File: src/rtl/fifo_wr_arbiter_pkg.sv
// Shared types and width helpers for the round-robin FIFO write arbiter.
package fifo_arb_pkg;

    typedef enum logic {
        IDLE = 1'b0,
        BUSY = 1'b1
    } arb_state_e;

    localparam int NREQ_DEF = 4;
    localparam int IDX_W    = (NREQ_DEF > 1) ? $clog2(NREQ_DEF) : 1;

    // Index width that stays at least one bit for degenerate sizes.
    function automatic int idx_width(input int n);
        return (n > 1) ? $clog2(n) : 1;
    endfunction

endpackage

File: src/rtl/fifo_wr_arbiter_if.sv
// Requester handshake plus FIFO write port, shared by arbiter and its environment.
interface fifo_wr_arbiter_if #(
    parameter int NREQ  = 4,
    parameter int WIDTH = 8
);
    logic [NREQ-1:0]       req_valid;
    logic [NREQ*WIDTH-1:0] req_data;
    logic [NREQ-1:0]       req_ready;
    logic                  fifo_full;
    logic                  fifo_wr_en;
    logic [WIDTH-1:0]      fifo_din;

    modport master (
        input  req_valid, req_data, fifo_full,
        output req_ready, fifo_wr_en, fifo_din
    );

    modport slave (
        output req_valid, req_data, fifo_full,
        input  req_ready, fifo_wr_en, fifo_din
    );
endinterface

File: src/rtl/fifo_wr_arbiter_rr_pick.sv
// Combinational round-robin picker: first set request at or after the pointer.
module rr_pick
    import fifo_arb_pkg::*;
#(
    parameter int NREQ = 4
) (
    input  logic [NREQ-1:0]              i_req,
    input  logic [idx_width(NREQ)-1:0]   i_ptr,
    output logic [NREQ-1:0]              o_grant,
    output logic [idx_width(NREQ)-1:0]   o_idx
);
    localparam int IW = idx_width(NREQ);

    // Scan from farthest to nearest so the slot closest to the pointer wins last.
    always_comb begin
        o_grant = '0;
        o_idx   = '0;
        for (int k = NREQ - 1; k >= 0; k--) begin
            if (i_req[(int'(i_ptr) + k) % NREQ]) begin
                o_grant = '0;
                o_grant[(int'(i_ptr) + k) % NREQ] = 1'b1;
                o_idx   = IW'((int'(i_ptr) + k) % NREQ);
            end
        end
    end

endmodule

File: src/rtl/fifo_wr_arbiter.sv
// Round-robin write arbiter sharing one FIFO write port among NREQ producers.
//   state | meaning
//   IDLE  | no grant; arbitrate among valid requesters for next cycle
//   BUSY  | owner holds the port for up to BURST words, stalls on full
module fifo_wr_arbiter
    import fifo_arb_pkg::*;
#(
    parameter int NREQ  = 4,
    parameter int WIDTH = 8,
    parameter int BURST = 4
) (
    input  logic                          clk,
    input  logic                          rst_n,
    fifo_wr_arbiter_if.master             bus,
    output logic [idx_width(NREQ)-1:0]    owner,
    output logic                          busy
);
    localparam int IW = idx_width(NREQ);
    localparam int BW = idx_width(BURST);

    arb_state_e      r_state, w_state_nxt;
    logic [IW-1:0]   r_owner, w_owner_nxt;
    logic [IW-1:0]   r_ptr, w_ptr_nxt;
    logic [BW-1:0]   r_beats, w_beats_nxt;

    logic [NREQ-1:0] w_pick_grant;
    logic [IW-1:0]   w_pick_idx;
    logic            w_any_req;
    logic            w_busy;
    logic            w_own_valid;
    logic [WIDTH-1:0] w_own_data;
    logic            w_xfer;
    logic            w_end;

    rr_pick #(.NREQ(NREQ)) u_pick (
        .i_req   (bus.req_valid),
        .i_ptr   (r_ptr),
        .o_grant (w_pick_grant),
        .o_idx   (w_pick_idx)
    );

    assign w_any_req   = |w_pick_grant;
    assign w_busy      = (r_state == BUSY);
    assign w_own_valid = bus.req_valid[r_owner];
    assign w_own_data  = bus.req_data[int'(r_owner)*WIDTH +: WIDTH];
    assign w_xfer      = w_busy && w_own_valid && !bus.fifo_full;
    // Dropping valid ends the grant even while stalled on full.
    assign w_end       = w_busy && (!w_own_valid || (w_xfer && (r_beats == BW'(BURST - 1))));

    always_comb begin
        w_state_nxt    = r_state;
        w_owner_nxt    = r_owner;
        w_ptr_nxt      = r_ptr;
        w_beats_nxt    = r_beats;
        bus.req_ready  = '0;
        bus.fifo_wr_en = 1'b0;
        bus.fifo_din   = '0;

        if (w_busy && !bus.fifo_full) begin
            bus.req_ready[r_owner] = 1'b1;
        end
        if (w_xfer) begin
            bus.fifo_wr_en = 1'b1;
            bus.fifo_din   = w_own_data;
        end

        case (r_state)
            IDLE: begin
                if (w_any_req) begin
                    w_state_nxt = BUSY;
                    w_owner_nxt = w_pick_idx;
                end
            end
            BUSY: begin
                if (w_end) begin
                    w_state_nxt = IDLE;
                    w_ptr_nxt   = (r_owner == IW'(NREQ - 1)) ? '0 : r_owner + 1'b1;
                    w_beats_nxt = '0;
                end else if (w_xfer) begin
                    w_beats_nxt = r_beats + 1'b1;
                end
            end
            default: begin
                w_state_nxt = IDLE;
            end
        endcase
    end

    always_ff @(posedge clk or negedge rst_n) begin
        if (!rst_n) begin
            r_state <= IDLE;
            r_owner <= '0;
            r_ptr   <= '0;
            r_beats <= '0;
        end else begin
            r_state <= w_state_nxt;
            r_owner <= w_owner_nxt;
            r_ptr   <= w_ptr_nxt;
            r_beats <= w_beats_nxt;
        end
    end

    assign owner = r_owner;
    assign busy  = w_busy;

endmodule

File: src/flat_wrapper.sv
// flat-port wrapper written by rule: the top's interface ports become plain ports
module fifo_wr_arbiter_flat import fifo_arb_pkg::*;
#(
    parameter int NREQ  = 4,
    parameter int WIDTH = 8,
    parameter int BURST = 4
)
  (clk, rst_n, owner, busy, bus_req_valid, bus_req_data, bus_fifo_full, bus_req_ready, bus_fifo_wr_en, bus_fifo_din);
  fifo_wr_arbiter_if #(.NREQ(NREQ), .WIDTH(WIDTH)) bus_i ();
  input  logic clk;
  input  logic rst_n;
  output logic [idx_width(NREQ)-1:0] owner;
  output logic busy;
  input wire logic [$bits(bus_i.req_valid)-1:0] bus_req_valid;
  input wire logic [$bits(bus_i.req_data)-1:0] bus_req_data;
  input wire logic [$bits(bus_i.fifo_full)-1:0] bus_fifo_full;
  output wire logic [$bits(bus_i.req_ready)-1:0] bus_req_ready;
  output wire logic [$bits(bus_i.fifo_wr_en)-1:0] bus_fifo_wr_en;
  output wire logic [$bits(bus_i.fifo_din)-1:0] bus_fifo_din;
  assign bus_i.req_valid = bus_req_valid;
  assign bus_i.req_data = bus_req_data;
  assign bus_i.fifo_full = bus_fifo_full;
  assign bus_req_ready = bus_i.req_ready;
  assign bus_fifo_wr_en = bus_i.fifo_wr_en;
  assign bus_fifo_din = bus_i.fifo_din;
  fifo_wr_arbiter #(.NREQ(NREQ), .WIDTH(WIDTH), .BURST(BURST)) u_core (.clk(clk), .rst_n(rst_n), .bus(bus_i), .owner(owner), .busy(busy));
endmodule
File: config.mk
export PLATFORM = sky130hd
export DESIGN_NAME = fifo_wr_arbiter_flat
export DESIGN_NICKNAME = d
export VERILOG_FILES = /design/src/rtl/fifo_wr_arbiter_pkg.sv /design/src/rtl/fifo_wr_arbiter_if.sv /design/src/rtl/fifo_wr_arbiter_rr_pick.sv /design/src/rtl/fifo_wr_arbiter.sv /design/src/flat_wrapper.sv
export SDC_FILE = /design/constraint.sdc
export NUM_CORES = 1
export LEC_CHECK = 0
export BUFFER_PORTS_ARGS = -buffer_cell sky130_fd_sc_hd__buf_4
export CORE_MARGIN = 2
export CORE_UTILIZATION = 49
export CTS_CLUSTER_SIZE = 16
export DETAILED_ROUTE_END_ITERATION = 10
export PLACE_DENSITY_LB_ADDON = 0.12
export SLEW_MARGIN = 20
export SYNTH_ARGS = -nofsm -noshare
export SYNTH_HDL_FRONTEND = slang
export SYNTH_SLANG_ARGS = --single-unit
export TNS_END_PERCENT = 30
File: constraint.sdc
create_clock -name clk -period 4.1 [get_ports clk]
set_input_delay 0.205 -clock clk [delete_from_list [all_inputs] [get_ports clk]]
set_output_delay 0.205 -clock clk [all_outputs]
set_load 0.005 [all_outputs]
# == Yosys cells after proc, flatten, opt, wreduce, memory -nomap -nowiden ==
# Cells that the tools add are included.
# word_totals
word_cells,87
regBits,7
output_inout_bits,16
input_bits,39
# op_classes
n_mux,40
add_sub_neg,5
n_eq_ne,2
bitwise,4
n_shift,1
reduce_logical,21
order_cmp,10
# op_table
cell,count
$shiftx 32x6->8,1
$mux 4,5
$mux 1,16
$mux 2,7
$lt 3x4->1 const B,3
$bmux 1 s2,5
$demux 1 s2,5
$logic_and 1x1->1,10
$ge 3x1->1 const B,3
$mux 8,1
$add 2x1->2 const B,3
$lt 2x3->1 const B,2
$reduce_and 2->1,3
$reduce_or 2->1,3
$add 2x2->2 const B,2
$eq 2x2->1 const B,2
$ge 2x1->1 const B,2
$reduce_or 4->1,1
$and 1x1->1 const A,3
$logic_not 1->1,2
$pmux 1 s2,1
$reduce_bool 2->1,1
$logic_or 1x1->1,1
$not 1->1,1

# == Longest topological paths before layout ==
# Gate-level depths: netlist (run 1).
# logic_depth
word_depth,14
depth_mapped,9

# == Cells and area by module ==
# A second synthesis (run 1) with hierarchy kept.
# hier_totals
cells_unflattened,119
area_unflattened_um2,1188.6
# by_module_without_submodules
mod,cells_per_inst,area_each_um2,n_inst,seq_area_each_um2
fifo_wr_arbiter,59,698.2,1,175.2
rr_pick,60,490.5,1,0.0

# == Worst setup path after synthesis (run 1) ==
# OpenSTA, ideal clock, no wires.
# synth_path
path_type,register to register
startpoint,register u_core.r_ptr[0]
endpoint,register u_core.r_owner[1] (netlist: u_core.owner[1])
setup_time_ps,125
arrival_time_ps,2354
period_less_slack_ps,2479
stages_incl_launch_ff,9
slack_ps,1621
path_cell_list,dfrtp_1 -> buf_6 -> inv_1 -> ha_1 -> mux2i_1 -> a21oi_1 -> or4_4 -> o31ai_4 -> mux2_4
# synth_between
elab_chain_len,13
elab_cells_between_ends,50
classes_between,add/sub (3); order compare (8); mux (27); bitwise (3); reduce/logical (9)
# synth_lines
item,line_no,text
"start, declared",fifo_wr_arbiter.sv:23,"logic [IW-1:0] r_ptr, w_ptr_nxt;"
"start signal, assigned",fifo_wr_arbiter.sv:98,r_ptr <= w_ptr_nxt;
$add 2x2->2,"fifo_wr_arbiter_rr_pick.sv:19, fifo_wr_arbiter_rr_pick.sv:21, fifo_wr_arbiter_rr_pick.sv:22",
$reduce_or 2->1 (no line),-,
$and 1x1->1 (no line),-,
$lt 3x4->1 (implied by the code) / $ge 3x1->1 (equally long branches),fifo_wr_arbiter_rr_pick.sv:21,o_grant[(int'(i_ptr) + k) % NREQ] = 1'b1;
$logic_and 1x1->1 (implied by the code),fifo_wr_arbiter_rr_pick.sv:21,
$mux 1 (implied by the code),fifo_wr_arbiter_rr_pick.sv:21,
$demux 1 s2,fifo_wr_arbiter_rr_pick.sv:21,
$mux 4 (4 in series),fifo_wr_arbiter_rr_pick.sv:19,if (i_req[(int'(i_ptr) + k) % NREQ]) begin
$reduce_or 4->1,fifo_wr_arbiter.sv:42,assign w_any_req = |w_pick_grant;
$reduce_and 2->1 (no line),-,
"end signal, assigned",fifo_wr_arbiter.sv:97,r_owner <= w_owner_nxt;
"end, declared",fifo_wr_arbiter.sv:22,"logic [IW-1:0] r_owner, w_owner_nxt;"
# Parallel ways exist; a longest one is shown, timed or not. The select of a mux whose other input is x is not followed.
# A chain may end at the register's enable or synchronous reset.

# == Worst setup path after layout (run 1) ==
# Ends and elaborated chain as after synthesis.

==> results.sh, run 1 <==
export IMPL_end_kind="flip-flop"
export IMPL_nets=223
export IMPL_ioPinCount=55
export IMPL_synth_common_cells="ha_1 (13), nand2_1 (11), nor2_1 (10)"
export IMPL_synthTopCellsByArea="mux4_2 (19%), dfrtp_1 (16%), ha_1 (15%)"
export IMPL_slew_headroom=0.509
export IMPL_antennaDiodeCount=0
export IMPL_fp_dieH_um=50.7
export IMPL_ff2ff_setup_slack_ns=1.00
export IMPL_grt_pass1_vias=1085
export IMPL_vias_per_cell=5.71
export IMPL_internal_power_uw=479
export IMPL_fin_crit_sh=0.756
export IMPL_fin_crit_ns=3.10
export IMPL_required_ns=4.24
export IMPL_cts_setup_buffers=0
export IMPL_drive_gt1_frac=0.406
export IMPL_arrival_ns=3.24
export IMPL_synth_seq_cells=7
export IMPL_drt_pass1_iter_count=4
export IMPL_drv_slew=0
export IMPL_cellPowerDensity_nw_per_um2=589
export IMPL_power_total_uw=891
export IMPL_routed_wl_um=3200
export IMPL_switchingPower_uw=412
export IMPL_start_kind="flip-flop"
export IMPL_grt_usage=0.264
export IMPL_swShare=0.463
export IMPL_dp_worst_setup_slack_ns=1.04
export IMPL_combPwrFrac=0.697
export IMPL_drtAntennaViolNets=0
export IMPL_setup_ws_ns=1.00
export IMPL_seq_area_frac_synth=0.164
export IMPL_grt_pass1_wl_um=5160
export IMPL_die_area_um2=2570
export IMPL_finalSetupViolations=0
export IMPL_rsz0062_at_grt="no"
export IMPL_vias=1124
export IMPL_grt_max_degree=16
export IMPL_p_leak_nw=0.772
export IMPL_path_class="flip-flop to flip-flop"
export IMPL_rows=16
export IMPL_clock_sinks=7
export IMPL_grt_overflow=0
export IMPL_drt_iter0_drc=18
export IMPL_slowest_stage="dfrtp_1"
export IMPL_max_stage_delay_ns=0.67
export IMPL_worst_pin_slew_ns=0.733
export IMPL_htree_levels=1
export IMPL_async_flop_share=1.00
export IMPL_wire_per_inst_um=16.2
export IMPL_gp_congestion=0.758
export IMPL_yosysTopAreaCellShare=0.190
export IMPL_cts_tree="yes"
export IMPL_synth_area_per_cell_um2=9.12
export IMPL_outcome="complete, no violations"
export IMPL_fmax_mhz=323
export IMPL_root_buffer="clkbuf_4"
export IMPL_holdWs_ns=0.313
export IMPL_cts_buffers=3
export IMPL_critPathMaxFanout=15
export IMPL_synth_fp_nets=169
export IMPL_clock_latency_ns=0.25
export IMPL_area_growth_pct=41.7
export IMPL_seqPwrFrac=0.230
export IMPL_worstReg2RegStart="u_core.r_ptr[0]"
export IMPL_ys_flop_type="dfrtp_1"
export IMPL_start_util=0.533
export IMPL_synth_edf_count=0
export IMPL_skew_ns=0.00153
export IMPL_synth_top_area_cell="mux4_2"
export IMPL_post_synth_top_count_cell="ha_1"
export IMPL_clk_pin_slew_worst_paths_ns=0.06
export IMPL_synthCells=117
export IMPL_cts_buffer_depth=2
export IMPL_clockPowerShare=0.073
export IMPL_synth_cell_types=30
export IMPL_drv_cap=0
export IMPL_numPortBuffers=54
export IMPL_hold_path_class="input pin to async pin"
export IMPL_fin_tns_setup_ns=0
export IMPL_finalHoldViolCount=0
export IMPL_drc_errors=0
export IMPL_hpwl_um=2380
export IMPL_vdd_ir_drop_worst_mv=0.633
export IMPL_crit_start="u_core.r_ptr[0]"
export IMPL_antenna_found_initial=0
export IMPL_coreArea_um2=2000
export IMPL_ys_warn_count=0
export IMPL_die_w_um=50.7
export IMPL_synth_area_um2=1070
export IMPL_crit_chain="inv_1 -> ha_1 -> mux2i_1 -> a21oi_1 -> or4_4 -> o31ai_4 -> mux2_4"
-- worst paths after layout --
check	endpoint	cells past startpoint
min in group clk	u_core.r_beats[0]	5
min	u_core.owner[0]	2
max reg2reg	u_core.owner[1]	7
min reg2reg	u_core.r_beats[0]	1
max	u_core.owner[1]	7
max in group asynchronous	u_core.r_ptr[1]	2
-- state kept, by name (all words and copies together), names as in the netlist --
| name | flops |
|---|---|
| u_core.busy | 1 |
| u_core.owner | 2 |
| u_core.r_beats | 2 |
| u_core.r_ptr | 2 |
-- critical path: cells and delay by family, from the launching register on --
kind,cells,cell delay [ns]
AOI/OAI and AO/OA,2,0.43
adders and majority gates,1,0.59
buffers and inverters,1,0.21
DFF,1,0.67
muxes,2,0.58
and+or+nand+nor,1,0.50
-- final cells by class --
cell class,instances,area [um2]
multi-input combinational,96,832
fill,161,489
timing repair buffer,55,415
sequential,7,175
tap,27,33.8
inverter,8,30.0
clock buffer,4,26.3
-- cells by family after synthesis --
logic type	synth area share
AO/OA/AOI/OAI	0.140
adder cells (fa/ha/maj)	0.152
buffers and inverters	0.0563
flip-flops	0.164
multiplexers	0.270
AND/OR/NAND/NOR	0.218
-- metrics by stage --
step / utilization / instances / instance area, um2
2_1_floorplan: - / 117 / 1070
3_3_place_gp: 0.738 / 192 / 1480
3_5_place_dp: 0.738 / 192 / 1480
4_1_cts: 0.756 / 197 / 1510
5_1_grt: 0.756 / 197 / 1510
6_report: 0.756 / 197 / 1510
-- what timing repair did --
action                                 CTS  global route
hold buffers                             1             0
resized for setup                        0             0
endpoints found under the hold margin    7             0
-- power by group through the flow --
stage	clock network, mW	registers [mW]	logic, mW
floorplan	0	0.143	0.489
global placement	0	0.200	0.581
global route	0.0703	0.217	0.674
detailed placement	0	0.205	0.611
finish	0.0654	0.205	0.620
CTS	0.0672	0.204	0.620
-- placed cells by master, fill, tap and decap left out, types with 2 or more instances in the layout --
cell / count
dfrtp_1: 7
inv_1: 8
mux4_2: 9
buf_4: 54
and2_1: 5
and3_1: 8
nand3_1: 2
a21oi_1: 5
clkbuf_4: 3
ha_1: 13
mux2i_1: 7
or2b_1: 2
nor2_1: 10
nand2_1: 11
nor3_1: 3
o21ai_0: 7
-- per-layer routing --
layer	global-route usage	up-vias	wire length (um)
met4	0.0991	0	39
li1	-	534	-
met1	0.313	532	1270
met2	0.476	54	1660
met5	0	-	0
met3	0.0387	4	234
No activity file was read; power rests on OpenSTA's default activity.
==> inputs of run 2 (changes only) <==
--- a/config.mk
+++ b/config.mk
@@ -7,7 +7,7 @@
 export LEC_CHECK = 0
 export BUFFER_PORTS_ARGS = -buffer_cell sky130_fd_sc_hd__buf_4
 export CORE_MARGIN = 2
-export CORE_UTILIZATION = 49
+export CORE_UTILIZATION = 45
 export CTS_CLUSTER_SIZE = 16
 export DETAILED_ROUTE_END_ITERATION = 10
 export PLACE_DENSITY_LB_ADDON = 0.12
==> constraint.sdc (replaced) <==
create_clock -name clk -period 2.9 [get_ports clk]
set_input_delay 0.145 -clock clk [delete_from_list [all_inputs] [get_ports clk]]
set_output_delay 0.145 -clock clk [all_outputs]
set_load 0.005 [all_outputs]
==> run 2 against run 1 <==
Hold slack got worse by 0.078 ns. Register-to-register slack got worse by 0.56 ns. Sequential cell count unchanged. Power increased by 43%. Combinational power increased by 57%. Fmax increased by 26%. First-iteration DRC count decreased by 5.6%. Sequential share of layout area decreased by 0.23 points. Largest power group unchanged.
==> results.sh, run 2 (synthesis results as in run 1) <==
export IMPL_use_met2=0.379
export IMPL_start_kind="flip-flop"
export IMPL_ioPinCount=55
export IMPL_hold_path_depth=5
export IMPL_gp_congestion=0.886
export IMPL_die_area_um2=2780
export IMPL_drc_errors=0
export IMPL_arrival_ns=2.61
export IMPL_internal_power_uw=712
export IMPL_antennaDiodeCount=0
export IMPL_dpl_cell_area_um2=1510
export IMPL_path_class="flip-flop to flip-flop"
export IMPL_cts_hold_buffers=1
export IMPL_vias=1106
export IMPL_rows=17
export IMPL_root_buffer="clkbuf_4"
export IMPL_finalHoldViolCount=0
export IMPL_cts_buffer_depth=2
export IMPL_grt_max_degree=15
export IMPL_ff2ff_path_depth=8
export IMPL_end_kind="flip-flop"
export IMPL_nets=227
export IMPL_drt_pass1_iter_count=5
export IMPL_switchingPower_uw=565
export IMPL_cts_buffers=3
export IMPL_cts_setup_buffers=0
export IMPL_cts_tree="yes"
export IMPL_finalSetupViolations=0
export IMPL_grt_use_met1=0.271
export IMPL_grt_pass1_wl_um=4550
export IMPL_vdd_ir_drop_worst_mv=0.470
export IMPL_routed_wl_um=2730
export IMPL_wire_per_inst_um=13.5
export IMPL_critPathMaxFanout=8
export IMPL_cellPowerDensity_nw_per_um2=827
export IMPL_hold_path_class="input pin to flip-flop"
export IMPL_drt_iter0_drc=17
export IMPL_mostFrequentLayoutCell="buf_4"
export IMPL_skew_ns=0.00233
export IMPL_area_growth_pct=44.7
export IMPL_grt_use_met3=0.0457
export IMPL_drive_gt1_frac=0.420
export IMPL_fin_crit_ns=2.46
export IMPL_htree_levels=1
export IMPL_fmax_mhz=406
export IMPL_outcome="complete, no violations"
export IMPL_design_area_um2=1540
export IMPL_clock_sinks=7
export IMPL_drv_cap=0
export IMPL_mostFrequentLayoutCells="buf_4 (58), ha_1 (13), nand2_1 (11)"
export IMPL_top_usage_layer="met2"
export IMPL_fin_tns_setup_ns=0
export IMPL_numPortBuffers=54
export IMPL_die_w_um=52.7
export IMPL_ff2ff_setup_slack_ns=0.44
export IMPL_rsz0062_at_grt="no"
export IMPL_vias_per_cell=5.48
export IMPL_p_leak_nw=0.792
export IMPL_slew_headroom=0.536
export IMPL_fp_dieH_um=52.7
export IMPL_grt_overflow=0
export IMPL_fin_crit_sh=0.850
export IMPL_multiInputGateArea_um2=832
export IMPL_cts_resized=0
export IMPL_grt_pass1_vias=1058
export IMPL_clk_pin_slew_worst_paths_ns=0.05
export IMPL_clockPowerShare=0.071
export IMPL_antenna_found_initial=0
export IMPL_worst_pin_slew_ns=0.693
export IMPL_drv_slew=0
export IMPL_hpwl_um=2180
export IMPL_required_ns=3.04
export IMPL_regArea_um2=175
export IMPL_drtAntennaViolNets=0
export IMPL_clock_latency_ns=0.25
export IMPL_start_util=0.478
export IMPL_grt_usage=0.221
export IMPL_combPwrFrac=0.761
export IMPL_coreArea_um2=2230
export IMPL_seqPwrFrac=0.168
export IMPL_swShare=0.442
export IMPL_power_total_mw=1.28
export IMPL_nFillCells=177
## run 2: worst paths after layout
path,end,start
worst max-delay path,u_core.owner[1],u_core.r_ptr[1]
worst min-delay path,u_core.r_beats[0],bus_fifo_full
worst min register to register,u_core.r_beats[0],u_core.r_beats[0]
max in group asynchronous,u_core.owner[0],rst_n
min in group asynchronous,u_core.busy,rst_n
worst max register to register,u_core.owner[1],u_core.r_ptr[1]
## run 2: layout make-up
cell class / count / area share
clock buffers: 4 / 0.0170
inverters: 8 / 0.0194
flip-flops and latches: 7 / 0.113
well taps: 28 / 0.0227
multi-input cells: 96 / 0.539
repair buffers: 59 / 0.288
## run 2: metal layers
metal | wire (um) | vias up
met2 | 1340 | 51
met3 | 207 | 6
met5 | 0 | -
met1 | 1140 | 506
li1 | - | 543
met4 | 40 | 0
## run 2: power groups by stage
stage,Combinational (mW),Clock [mW],Sequential [mW]
finish,0.972,0.0910,0.214
global route,1.08,0.100,0.227
CTS,0.977,0.0913,0.217
detailed placement,0.968,0,0.219
global placement,0.949,0,0.216
floorplan,0.691,0,0.203
## run 2: worst max-delay path: stages (launching register included)
cell,delay [ns]
dfrtp_1,0.37
inv_1,0.17
ha_1,0.35
buf_4,0.20
nand3_1,0.06
nand3_1,0.10
or4_4,0.44
o31ai_4,0.33
mux2_4,0.32
## run 2: stage by stage
step                      setup WS, ns   util  cells  hold WS [ns]
after floorplan                  0.421      -    117        -0.151
after CTS                        0.443  0.691    202         0.237
after global placement           0.530  0.675    197       -0.0394
after detailed placement         0.459  0.675    197       -0.0368
after global routing             0.324  0.691    202         0.256
final                            0.436  0.691    202         0.235
==> inputs of run 3 (changes only) <==
--- a/config.mk
+++ b/config.mk
@@ -7,7 +7,7 @@
 export LEC_CHECK = 0
 export BUFFER_PORTS_ARGS = -buffer_cell sky130_fd_sc_hd__buf_4
 export CORE_MARGIN = 2
-export CORE_UTILIZATION = 45
+export CORE_UTILIZATION = 41
 export CTS_CLUSTER_SIZE = 16
 export DETAILED_ROUTE_END_ITERATION = 10
 export PLACE_DENSITY_LB_ADDON = 0.12
==> constraint.sdc (replaced) <==
create_clock -name clk -period 2.06 [get_ports clk]
set_input_delay 0.103 -clock clk [delete_from_list [all_inputs] [get_ports clk]]
set_output_delay 0.103 -clock clk [all_outputs]
set_load 0.005 [all_outputs]
==> run 3 against run 2 <==
The flow now finishes with violations (setup timing). Worst setup slack got worse by 0.59 ns. Final cell count rose by 8.4%. Clock skew rose by 0.0040 ns. Die area rose by 9.0%. Sequential cell count did not move. Via count rose by 5.8%. Non-clock buffer count rose by 15. Register-to-register slack got worse by 0.59 ns. Critical path type unchanged. Largest cell class unchanged.
==> results.sh, run 3 (synthesis results as in run 1) <==
export IMPL_worst_pin_slew_ns=0.358
export IMPL_multiInputGateArea_um2=857
export IMPL_seqPwrFrac=0.137
export IMPL_switchingPower_uw=871
export IMPL_clk_pin_slew_worst_paths_ns=0.06
export IMPL_cts_buffer_depth=2
export IMPL_grt_pass1_wl_um=4900
export IMPL_antenna_found_initial=0
export IMPL_hold_path_class="input pin to async pin"
export IMPL_die_area_um2=3030
export IMPL_nets=242
export IMPL_fin_cells=219
export IMPL_wire_per_inst_um=14.4
export IMPL_ioPinCount=55
export IMPL_rsz0062_at_grt="yes"
export IMPL_nFillCells=211
export IMPL_finalHoldViolCount=0
export IMPL_cts_tree="yes"
export IMPL_vdd_ir_drop_worst_mv=0.860
export IMPL_regArea_um2=176
export IMPL_vias_per_cell=5.34
export IMPL_max_stage_delay_ns=0.50
export IMPL_clock_latency_ns=0.26
export IMPL_area_growth_pct=58.5
export IMPL_end_kind="flip-flop"
export IMPL_fin_crit_ns=2.22
export IMPL_die_w_um=55.0
export IMPL_internal_power_mw=1.21
export IMPL_combPwrFrac=0.801
export IMPL_arrival_ns=2.36
export IMPL_grt_pass1_vias=1114
export IMPL_finalSetupViolations=3
export IMPL_crit_family="multiplexers"
export IMPL_coreArea_um2=2480
export IMPL_drive_gt1_frac=0.487
export IMPL_routed_wl_um=3140
export IMPL_outcome="finished with violations"
export IMPL_slew_headroom=0.758
export IMPL_htree_levels=1
export IMPL_skew_ns=0.00629
export IMPL_gp_congestion=0.850
export IMPL_critPathMaxFanout=7
export IMPL_clockPowerShare=0.062
export IMPL_power_total_mw=2.08
export IMPL_rows=18
export IMPL_fin_crit_sh=1.08
export IMPL_vias=1170
export IMPL_required_ns=2.20
export IMPL_cellPowerDensity_nw_per_um2=1230
export IMPL_numPortBuffers=54
export IMPL_final_util=0.683
export IMPL_mostFrequentLayoutCells="buf_4 (72), ha_1 (12), nand2_1 (11)"
export IMPL_fmax_mhz=451
export IMPL_drt_pass1_iter_count=4
export IMPL_start_kind="flip-flop"
export IMPL_swShare=0.419
export IMPL_start_util=0.431
export IMPL_clock_sinks=7
export IMPL_root_buffer="clkbuf_4"
export IMPL_mostFrequentLayoutCell="buf_4"
export IMPL_hpwl_um=2540
export IMPL_crit_chain="inv_4 -> ha_4 -> mux2i_1 -> a21oi_1 -> or4_4 -> o31ai_4 -> mux2_4"
export IMPL_drv_slew=0
export IMPL_placed_cells=213
export IMPL_drt_iter0_drc=13
export IMPL_slowest_stage="or4_4"
export IMPL_grt_overflow=0
export IMPL_fp_dieH_um=55.0
export IMPL_path_class="flip-flop to flip-flop"
export IMPL_antennaDiodeCount=0
export IMPL_drc_errors=0
export IMPL_crit_buf_inv=1
export IMPL_violations="setup timing"
export IMPL_drv_cap=0
export IMPL_cts_buffers=3
export IMPL_drtAntennaViolNets=0
export IMPL_grt_usage=0.222
export IMPL_p_leak_nw=0.867
export IMPL_grt_max_degree=14
export IMPL_setup_ws_ns=-0.157
run 3: cell count changes in the layout (fill, tap and decap cells not counted):
cell | before | now
inv_1 | 8 | 7
mux2i_4 | 0 | 1
buf_4 | 58 | 72
buf_6 | 0 | 1
ha_1 | 13 | 12
inv_4 | 0 | 1
dfrtp_2 | 0 | 1
dfrtp_1 | 7 | 6
ha_4 | 0 | 1
mux2i_1 | 7 | 6
run 3: timing repair:
item	4_1_cts	5_1_grt
setup buffers	1	0
pin swaps	1	0
hold endpoints to repair	7	0
gates resized for setup	2	1
hold buffers	1	0
endpoints found under the setup margin	3	3
run 3: layout make-up:
cell class                 instances  share of cell area
sequential                         7               0.104
tap                               30              0.0222
timing repair buffer              74               0.332
inverter                           8              0.0192
multi-input combinational         96               0.507
clock buffer                       4              0.0155
run 3: final timing paths:
path / cells past startpoint / endpoint / startpoint / slack (ns)
setup / recovery: 7 / u_core.owner[1] / u_core.r_ptr[0] / -0.16
min in group clk: 5 / u_core.r_beats[0] / bus_fifo_full / 0.20
hold / removal: 2 / u_core.r_ptr[0] / rst_n / 0.19
setup reg to reg: 7 / u_core.owner[1] / u_core.r_ptr[0] / -0.16
max in group asynchronous: 2 / u_core.r_ptr[1] / rst_n / 1.73
hold reg to reg: 1 / u_core.r_beats[0] / u_core.r_beats[0] / 0.50
run 3: layer usage:
metal,wire [um],up-vias,global-route usage
li1,-,573,-
met1,1190,549,0.240
met2,1680,44,0.456
met3,251,4,0.0161
met4,21,0,0.0528
met5,0,-,0
run 3: per-stage QoR:
| stage | setup TNS [ns] | hold slack [ns] | area [um2] | worst slack (ns) |
|---|---|---|---|---|
| 2_1_floorplan | -0.343 | -0.193 | 1080 | -0.233 |
| 3_3_place_gp | -0.108 | -0.0799 | 1630 | -0.0772 |
| 3_5_place_dp | -0.390 | -0.0775 | 1630 | -0.175 |
| 4_1_cts | -0.286 | 0.187 | 1690 | -0.137 |
| 5_1_grt | -0.695 | 0.215 | 1690 | -0.271 |
| 6_report | -0.347 | 0.192 | 1690 | -0.157 |
run 3: power by group through the flow:
| stage | sequential (mW) | clock (mW) | combinational (mW) |
|---|---|---|---|
| floorplan | 0.288 | 0 | 1.00 |
| global placement | 0.279 | 0 | 1.57 |
| detailed placement | 0.285 | 0 | 1.62 |
| CTS | 0.282 | 0.132 | 1.67 |
| global route | 0.295 | 0.140 | 1.85 |
| finish | 0.285 | 0.130 | 1.67 |
